[src/rtl/irrigation_timer_ctrl_pkg.sv]
`default_nettype none
// ============================================================================
// Module  : irrigation_pkg
// Brief   : FSM state type and default width constants shared by the
//           irrigation blocks.
// Revision: 1.0 - initial release
// ============================================================================
package irrigation_pkg;

  typedef enum logic [1:0] {
    IDLE = 2'd0,
    RUN  = 2'd1,
    DONE = 2'd2,
    COOL = 2'd3
  } irr_state_t;

  localparam int DEF_N_REQ          = 2;
  localparam int DEF_DUR_W          = 8;
  localparam int DEF_COOLDOWN_TICKS = 2;

endpackage
`default_nettype wire

[src/rtl/irrigation_timer_ctrl_if.sv]
`default_nettype none
// ============================================================================
// Module  : irrigation_timer_ctrl_if
// Brief   : Valve request / grant bundle between requesters (master) and the
//           pump timer controller (slave).
//           IRRIGATION_TIMER_ABORT_EN adds the abort input.
// Revision: 1.0 - initial release
// ============================================================================
interface irrigation_timer_ctrl_if
  import irrigation_pkg::*;
#(
  parameter int N_REQ = DEF_N_REQ,
  parameter int DUR_W = DEF_DUR_W
);

  logic [N_REQ-1:0]       req;
  logic [N_REQ*DUR_W-1:0] duration;
  logic [N_REQ-1:0]       grant;
  logic [N_REQ-1:0]       done;
  logic                   busy;
  logic [DUR_W-1:0]       remaining;

`ifdef IRRIGATION_TIMER_ABORT_EN
  logic                   abort;

  modport master (output req, duration, abort,
                  input  grant, done, busy, remaining);
  modport slave  (input  req, duration, abort,
                  output grant, done, busy, remaining);
`else
  modport master (output req, duration,
                  input  grant, done, busy, remaining);
  modport slave  (input  req, duration,
                  output grant, done, busy, remaining);
`endif

endinterface
`default_nettype wire

[src/rtl/irrigation_timer_ctrl_tick_sync.sv]
`default_nettype none
// ============================================================================
// Module  : tick_sync
// Brief   : Two-flop synchronizer for the divided tick plus rising-edge
//           detect; tick_edge is one clock wide per tick_in rise.
// Revision: 1.0 - initial release
// ============================================================================
module tick_sync (
  input  logic clock,
  input  logic reset,
  input  logic tick_in,
  output logic tick_edge
);

  logic r_sync1;
  logic r_sync2;
  logic r_sync_d;

  // Synchronize the foreign-domain tick and keep one delayed copy for edge detect
  always_ff @(posedge clock) begin
    if (!reset) begin
      r_sync1  <= 1'b0;
      r_sync2  <= 1'b0;
      r_sync_d <= 1'b0;
    end else begin
      r_sync1  <= tick_in;
      r_sync2  <= r_sync1;
      r_sync_d <= r_sync2;
    end
  end

  assign tick_edge = r_sync2 & ~r_sync_d;

endmodule
`default_nettype wire

[src/rtl/irrigation_timer_ctrl.sv]
`default_nettype none
// ============================================================================
// Module  : irrigation_timer_ctrl
// Brief   : Round-robin pump arbiter that opens one valve for a tick-counted
//           session, then enforces a cooldown before the next session.
//           IRRIGATION_TIMER_ABORT_EN adds an abort input that ends RUN early.
// Revision: 1.0 - initial release
// ============================================================================
module irrigation_timer_ctrl
  import irrigation_pkg::*;
#(
  parameter int N_REQ          = DEF_N_REQ,
  parameter int DUR_W          = DEF_DUR_W,
  parameter int COOLDOWN_TICKS = DEF_COOLDOWN_TICKS
) (
  input  logic clock,
  input  logic reset,
  input  logic tick_in,
  irrigation_timer_ctrl_if.slave bus
);

  localparam int         IDX_W     = (N_REQ > 1) ? $clog2(N_REQ) : 1;
  localparam logic [7:0] COOL_INIT = 8'(COOLDOWN_TICKS);

  irr_state_t       r_state,  w_state_nxt;
  logic [IDX_W-1:0] r_winner, w_winner_nxt;
  logic [IDX_W-1:0] r_last,   w_last_nxt;
  logic [DUR_W-1:0] r_rem,    w_rem_nxt;
  logic [7:0]       r_cool,   w_cool_nxt;

  logic [IDX_W-1:0] w_rr_idx;
  logic [IDX_W-1:0] w_rr_cand;
  logic             w_rr_hit;
  logic [DUR_W-1:0] w_rr_dur;
  logic             w_tick_edge;
  logic             w_abort;

  tick_sync u_tick_sync (
    .clock     (clock),
    .reset     (reset),
    .tick_in   (tick_in),
    .tick_edge (w_tick_edge)
  );

`ifdef IRRIGATION_TIMER_ABORT_EN
  assign w_abort = bus.abort;
`else
  assign w_abort = 1'b0;
`endif

  // Round-robin search: first active request after the last served index
  always_comb begin
    w_rr_hit  = 1'b0;
    w_rr_idx  = r_last;
    w_rr_cand = r_last;
    for (int i = 1; i <= N_REQ; i++) begin
      w_rr_cand = IDX_W'((int'(r_last) + i) % N_REQ);
      if (!w_rr_hit && bus.req[w_rr_cand]) begin
        w_rr_hit = 1'b1;
        w_rr_idx = w_rr_cand;
      end
    end
  end

  // Duration slice of the candidate winner, only consumed in IDLE
  always_comb begin
    w_rr_dur = '0;
    for (int k = 0; k < N_REQ; k++) begin
      if (w_rr_idx == IDX_W'(k)) w_rr_dur = bus.duration[k*DUR_W +: DUR_W];
    end
  end

  // State and datapath registers
  always_ff @(posedge clock) begin
    if (!reset) begin
      r_state  <= IDLE;
      r_winner <= '0;
      r_last   <= IDX_W'(N_REQ - 1);
      r_rem    <= '0;
      r_cool   <= '0;
    end else begin
      r_state  <= w_state_nxt;
      r_winner <= w_winner_nxt;
      r_last   <= w_last_nxt;
      r_rem    <= w_rem_nxt;
      r_cool   <= w_cool_nxt;
    end
  end

  // Next-state logic; ticks only count in RUN and COOL, so a tick landing on
  // the selection cycle is dropped and a released request does not end RUN
  always_comb begin
    w_state_nxt  = r_state;
    w_winner_nxt = r_winner;
    w_last_nxt   = r_last;
    w_rem_nxt    = r_rem;
    w_cool_nxt   = r_cool;
    case (r_state)
      IDLE: begin
        if (w_rr_hit) begin
          w_winner_nxt = w_rr_idx;
          w_rem_nxt    = w_rr_dur;
          w_state_nxt  = (w_rr_dur == '0) ? DONE : RUN;
        end
      end
      RUN: begin
        if (w_abort) begin
          w_rem_nxt   = '0;
          w_state_nxt = DONE;
        end else if (w_tick_edge) begin
          if (r_rem == DUR_W'(1)) begin
            w_rem_nxt   = '0;
            w_state_nxt = DONE;
          end else begin
            w_rem_nxt = r_rem - DUR_W'(1);
          end
        end
      end
      DONE: begin
        w_last_nxt  = r_winner;
        w_cool_nxt  = COOL_INIT;
        w_state_nxt = COOL;
      end
      COOL: begin
        if (w_tick_edge) begin
          if (r_cool <= 8'd1) begin
            w_cool_nxt  = 8'd0;
            w_state_nxt = IDLE;
          end else begin
            w_cool_nxt = r_cool - 8'd1;
          end
        end
      end
      default: w_state_nxt = IDLE;
    endcase
  end

  // Valve and done decode from state and winner; at most one bit by construction
  always_comb begin
    bus.grant = '0;
    bus.done  = '0;
    for (int k = 0; k < N_REQ; k++) begin
      if (r_winner == IDX_W'(k)) begin
        bus.grant[k] = (r_state == RUN);
        bus.done[k]  = (r_state == DONE);
      end
    end
  end

  assign bus.busy      = (r_state != IDLE);
  assign bus.remaining = (r_state == RUN) ? r_rem : '0;

endmodule
`default_nettype wire

[src/flat_wrapper.sv]
// flat-port wrapper written by rule: the top's interface ports become plain ports
module irrigation_timer_ctrl_flat import irrigation_pkg::*;
#(
  parameter int N_REQ          = DEF_N_REQ,
  parameter int DUR_W          = DEF_DUR_W,
  parameter int COOLDOWN_TICKS = DEF_COOLDOWN_TICKS
)
  (clock, reset, tick_in, bus_req, bus_duration, bus_grant, bus_done, bus_busy, bus_remaining);
  irrigation_timer_ctrl_if #(.N_REQ(N_REQ), .DUR_W(DUR_W)) bus_i ();
  input  logic clock;
  input  logic reset;
  input  logic tick_in;
  input wire logic [$bits(bus_i.req)-1:0] bus_req;
  input wire logic [$bits(bus_i.duration)-1:0] bus_duration;
  output wire logic [$bits(bus_i.grant)-1:0] bus_grant;
  output wire logic [$bits(bus_i.done)-1:0] bus_done;
  output wire logic [$bits(bus_i.busy)-1:0] bus_busy;
  output wire logic [$bits(bus_i.remaining)-1:0] bus_remaining;
  assign bus_i.req = bus_req;
  assign bus_i.duration = bus_duration;
  assign bus_grant = bus_i.grant;
  assign bus_done = bus_i.done;
  assign bus_busy = bus_i.busy;
  assign bus_remaining = bus_i.remaining;
  irrigation_timer_ctrl #(.N_REQ(N_REQ), .DUR_W(DUR_W), .COOLDOWN_TICKS(COOLDOWN_TICKS)) u_core (.clock(clock), .reset(reset), .tick_in(tick_in), .bus(bus_i));
endmodule
[config.mk]
export PLATFORM = sky130hd
export DESIGN_NAME = irrigation_timer_ctrl_flat
export DESIGN_NICKNAME = d
export VERILOG_FILES = /design/src/rtl/irrigation_timer_ctrl_pkg.sv /design/src/rtl/irrigation_timer_ctrl_if.sv /design/src/rtl/irrigation_timer_ctrl_tick_sync.sv /design/src/rtl/irrigation_timer_ctrl.sv /design/src/flat_wrapper.sv
export SDC_FILE = /design/constraint.sdc
export NUM_CORES = 1
export LEC_CHECK = 0
export BUFFER_PORTS_ARGS = -buffer_cell sky130_fd_sc_hd__buf_2
export CAP_MARGIN = 20
export CORE_AREA = 2 2 67 85
export CTS_CLUSTER_DIAMETER = 60
export DETAILED_ROUTE_END_ITERATION = 8
export DIE_AREA = 0 0 69 87
export PLACE_DENSITY = 0.51
export SETUP_SLACK_MARGIN = 0.1
export SLEW_MARGIN = 10
export SYNTH_ARGS = -nofsm -noshare
export SYNTH_HDL_FRONTEND = slang
export SYNTH_SLANG_ARGS = --single-unit
export TNS_END_PERCENT = 10
[constraint.sdc]
create_clock -name clock -period 1.95 [get_ports clock]
set_clock_uncertainty 0.1 [all_clocks]
set_input_delay 0.39 -clock clock [delete_from_list [all_inputs] [get_ports clock]]
set_output_delay 0.39 -clock clock [all_outputs]
set_load 0.01 [all_outputs]
=== After elaboration in Yosys (flattened, before gate mapping) ===
Index checks and enable logic that the tools add are counted.

* Add/sub/neg operators: 4
* $lt $le $gt $ge: 3
* Equal/unequal tests: 9
* Mux-type cells: 28
* Bitwise operators: 2
* Reduce and logical (&&, ||, !) cells: 11

{| class="wikitable"
|+ Operator list
! cell !! count
|-
| 8-bit two-way mux || 7
|-
| 8-bit one-hot mux with 2 select lines || 2
|-
| 8-bit by 1-bit subtractor with 8-bit output (second input constant) || 2
|-
| 1-bit two-way mux || 12
|-
| 2-bit two-way mux || 6
|-
| 8-bit by 1-bit equality test with 1-bit output (second input constant) || 1
|-
| 8-bit by 1-bit less-or-equal comparator with 1-bit output (second input constant) || 1
|-
| 8-bit logical NOT || 1
|-
| 2-bit one-hot mux with 4 select lines || 1
|-
| 2-bit by 1-bit != test with 1-bit output (second input constant) || 3
|-
| 2-bit nonzero test || 3
|-
| 5-bit AND reduction || 1
|-
| 2-bit equality test (second input constant) || 2
|-
| 1-bit by 2-bit less-than comparator with 1-bit output (second input constant) || 2
|-
| 2-bit != test (second input constant) || 2
|-
| 2-bit AND reduction || 2
|-
| 3-bit AND reduction || 1
|-
| 1-bit adder (second input constant) || 2
|-
| 2-bit by 1-bit equality test with 1-bit output (second input constant) || 1
|-
| 2-bit logical NOT || 1
|-
| 1-bit AND || 1
|-
| 1-bit logical AND || 1
|-
| 1-bit logical NOT || 1
|-
| 1-bit NOT || 1
|}

* Register bits after elaboration: 23
* Input port bits: 21
* Output and inout port bits: 13
* Logic and storage cells: 65

=== Longest topological paths before layout ===
* Depth after elaboration: 12
* Gate-level depth with buffers: 7
* Mapped depth without buffers: 7

=== Hierarchy ===
A second synthesis with hierarchy kept.

* Cells, all modules: 171
* Area, all modules: 1475.2 um^2

{| class="wikitable"
|+ By module, submodules not included
! module !! times used !! cells an instance !! area each (um^2) !! sequential area each (um^2)
|-
| irrigation_timer_ctrl || 1 || 164 || 1382.6 || 400.4
|-
| tick_sync || 1 || 7 || 92.6 || 60.1
|}

=== Least setup slack after synthesis ===
Ideal clock, no wire load.

* Kind: reg-to-reg
* From: register u_core.r_state[0]
* To: register u_core.r_cool[5]
* Library setup time: 120 ps
* Data arrival time: 1460 ps
* Required time: 1730 ps
* Setup slack: 270 ps
* Cell stages (with the launch flop): 7
* Buffers on the path: 0
* Clock period less this slack: 1680 ps
* Cell sequence: dfxtp_1 -> ha_1 -> nand2b_1 -> a2111oi_2 -> nand2_1 -> xor2_1 -> nor2_1

* Word-level cells in the longest chain between the ends: 3
* Elaborated cells between the ends (all ways): 6
* Classes of those cells: eq/ne (3); mux (1); reduce/logical (2)

{| class="wikitable"
|+ RTL lines
! what !! RTL line !! source
|-
| start, declared || irrigation_timer_ctrl.sv:25 || <nowiki>irr_state_t r_state, w_state_nxt;</nowiki>
|-
| start signal, assigned || irrigation_timer_ctrl.sv:82 || <nowiki>r_state <= w_state_nxt;</nowiki>
|-
| 2-bit equality test || irrigation_timer_ctrl.sv:98 || <nowiki>case (r_state)</nowiki>
|-
| 2-bit != test (no source line) / 2-bit nonzero test (equally long branches) || -- ||
|-
| 2-bit AND reduction (no source line) || -- ||
|-
| end signal, assigned || irrigation_timer_ctrl.sv:86 || <nowiki>r_cool <= w_cool_nxt;</nowiki>
|-
| end, declared || irrigation_timer_ctrl.sv:29 || <nowiki>logic [7:0] r_cool, w_cool_nxt;</nowiki>
|}

Several ways; a longest one is shown, not always the timed one.
A chain may end at the register's enable or synchronous reset.

=== Worst setup path after layout ===
* From: register u_core.r_state[1]
* To: output port bus_remaining[2]

* Word-level cells in the longest chain between the ends: 2

{| class="wikitable"
|+ RTL lines
! what !! RTL line !! source
|-
| 2-bit by 1-bit equality test with 1-bit output || irrigation_timer_ctrl.sv:151 || <nowiki>assign bus.remaining = (r_state == RUN) ? r_rem : '0;</nowiki>
|-
| 8-bit two-way mux || irrigation_timer_ctrl.sv:151 ||
|-
| end, declared || flat_wrapper.sv:18 || <nowiki>output wire logic [$bits(bus_i.remaining)-1:0] bus_remaining;</nowiki>
|}

No other way between the ends.

==> summary.txt <==
Area of the multi-input gates - 1100 sq um
Psw - 1400 uW
RSZ-0062 raised after global routing - true
Total Die Area - 6000 sq um
Share of power burned in registers - 30.0%
Routed wire length per instance - 14.3 microns
CP arrival - 1.32 ns
Final period utilization - 92.7%
Post-synth EDFFs - 0
Sw Ratio - 46.1%
Req. time, crit path - 1.46 ns
Sink Count - 23
Io pins - 34
Syn Area/Cell - 8.39 sq um
Fin util - 37.8%
Vias in the first global route - 1,513
Setup TNS - 0 ns
CTS tree - built
Async SR Flop Fraction - 0%
Largest net degree at the start of global routing - 20
Grt total ovfl - 0
Fin crit period - 1.81 ns
Critical Path Max Stage Delay - 0.38 ns
Top post-synthesis cells by area - dfxtp_1 (30%), ha_1 (6.4%), nor2_1 (5.5%)
Nets - 258
Clock Pin Slew Worst Setup and Hold Paths - 0.09 ns
Max-cap violations - 0
HPWL Detailed - 3120 microns
DRC Markers - 0
Commonest non-fill, non-tap cell in the layout - buf_2
Slew of the pin with the lowest slew margin - 0.495 ns
Most frequent cells in the layout - buf_2 (33), nor2_1 (23), dfxtp_1 (19)
Top fanout value on the critical path - 10
CP Launch Type - register
Drt initial violations - 58
# rows - 30
Ys flop type - dfxtp_1
GP Congestion - 0.756
Maximum VDD drop - 0.000668 V
CP Capture Type - primary output
Post-Syn Area - 1560 sq um
Area leader, netlist - dfxtp_1
Seq cells post-synth - 23
Hold Crit Class - in -> reg
Initial antenna violation count - 0
Final Hold Fails - 0
Final Max Tran Viols - 0
Post-synth top area share - 29.5%
First-pass iteration count of the detailed router - 4
Cts bufs inserted - 3
Share of total power in combinational logic - 59.6%
Synth Instances - 186
Routed via count - 1,494
DRT Wirelength - 4180 microns
Area growth from synthesis to layout - 27.3%
CTS Hold Buffers Added - 0
Syn. warnings - 0
Clk buf depth - 2
Core Area - 5260 sq um
Status - complete, no violations
Die span in y - 87 microns
Final setup fails - 0
First-pass GRT wire length - 7060 microns
Reg area - 470 sq um
Final ANT Viol Nets - 0
Sequential share of the synthesized area - 29.5%
Antenna diodes - 0
Leak pwr - 0.000828 uW
Clock share of power - 10.4%
Total Routing Usage GR - 14.3%
Distinct cell type count after synthesis - 50
IO Port Bufs - 33
Synth Net Count - 215
Die X - 69 microns
Htree depth - 1
Crit path kind - reg -> out
Max-slew headroom - 66.7%
Routed vias/inst - 5.12
Internal power - 1630 uW
Critical path's slowest cell - dfxtp_4
Max Fclk - 553 MHz
PD cells - 1520 nW/um^2
Clock Latency Late Sink - 0.27 ns
Root Buffer - clkbuf_8
FILL cells - 563
Cell breakdown of the critical path - inv_2 > ha_4 > buf_6 > and2_1 > buf_2
Starting Density - 29.7%
Layout cell share with drive strength beyond 1 - 29.4%
-- power groups by stage --
stage	clock network, uW	registers, uW	logic, uW
2_1_floorplan	0	832	1180
3_3_place_gp	0	881	1610
3_5_place_dp	0	876	1600
4_1_cts	332	876	1640
5_1_grt	351	939	2010
6_report	316	907	1800
-- per-layer routing --
| metal | global-route usage [%] | wire, microns | vias to the layer above |
|---|---|---|---|
| li1 | - | - | 747 |
| met1 | 15.8 | 1740 | 715 |
| met2 | 28.2 | 2270 | 26 |
| met3 | 2.20 | 117 | 6 |
| met4 | 3.74 | 51 | 0 |
| met5 | 0 | 0 | - |
-- synthesized netlist by cell type, types with 2 or more instances --
cell type,instances
a211oi_1,2
a21boi_0,2
a21boi_1,2
a21o_1,2
a21oi_1,6
a21oi_2,2
a22oi_1,3
a32oi_1,2
and2_1,12
clkbuf_1,2
dfxtp_1,23
ha_1,8
inv_1,12
mux2_1,4
mux2i_1,2
nand2_1,16
nand2b_1,3
nand3_1,2
nand3b_1,4
nor2_1,23
nor2b_1,2
nor3_1,3
nor4_1,3
o2111ai_1,2
o211ai_1,2
o21ai_0,8
o21ai_1,3
o2bb2ai_1,3
o41ai_1,2
xnor2_1,3
xor2_1,4
-- worst max-delay path, delay by kind of cell (launching register included) --
kind / cells / cell delay [ns]
flops: 1 / 0.38
simple gates: 1 / 0.17
fa+ha+maj: 1 / 0.17
buf+inv: 3 / 0.32
-- sequential cells by signal (all words and copies together) (netlist names) --
| register | cells |
|---|---|
| u_core.u_tick_sync.r_sync2 | 1 |
| u_core.u_tick_sync.r_sync1 | 1 |
| u_core.r_winner | 1 |
| u_core.r_cool | 8 |
| u_core.u_tick_sync.r_sync_d | 1 |
| u_core.r_last | 1 |
| u_core.r_rem | 8 |
| u_core.r_state | 2 |
-- layout make-up --
cell class / count / area share [%]
Clock inverter: 1 / 0.252
Tap cell: 64 / 4.03
Inverter: 12 / 2.39
Sequential cell: 23 / 23.7
Timing Repair Buffer: 42 / 12.3
Multi-Input combinational cell: 147 / 55.3
Clock buffer: 3 / 2.08
-- final timing paths --
kind                         startpoint                          to  slack, ns  depth (start not counted)
max                   u_core.r_state[1]            bus_remaining[2]       0.14                          5
max reg2reg             u_core.r_rem[1]           u_core.r_state[0]       0.19                          7
min reg2reg  u_core.u_tick_sync.r_sync1  u_core.u_tick_sync.r_sync2       0.34                          1
min                             tick_in  u_core.u_tick_sync.r_sync1       0.22                          2
-- cell families (layout without fill, tap and decap cells) --
logic type / count (synthesis) / in the layout / synth area share, %
muxes: 6 / 6 / 4.17
adders and majority gates: 8 / 8 / 6.42
and+or+nand+nor: 76 / 76 / 28.1
xor gates and xnor gates: 7 / 7 / 3.93
DFF: 23 / 23 / 29.5
AOI/OAI and AO/OA: 50 / 50 / 23.4
buffers and inverters: 16 / 58 / 4.49
-- through the flow --
stage | cells | area, sq um | total power, uW | setup WS, ns | hold WS, ns
detailed placement | 284 | 1820 | 2470 | 0.0763 | 0.325
finish | 292 | 1990 | 3030 | 0.142 | 0.220
floorplan | 186 | 1560 | 2010 | 0.270 | 0.312
CTS | 288 | 1880 | 2840 | 0.0592 | 0.213
global placement | 284 | 1820 | 2490 | 0.0823 | 0.323
global route | 292 | 1990 | 3300 | 0.0659 | 0.223
-- repair_timing --
| action | CTS | global route |
|---|---|---|
| setup buffers | 0 | 4 |
| resized for setup | 4 | 19 |
| pin swaps | 0 | 3 |
| setup endpoints to repair | 13 | 28 |
No activity file was read; power rests on OpenSTA's default activity.
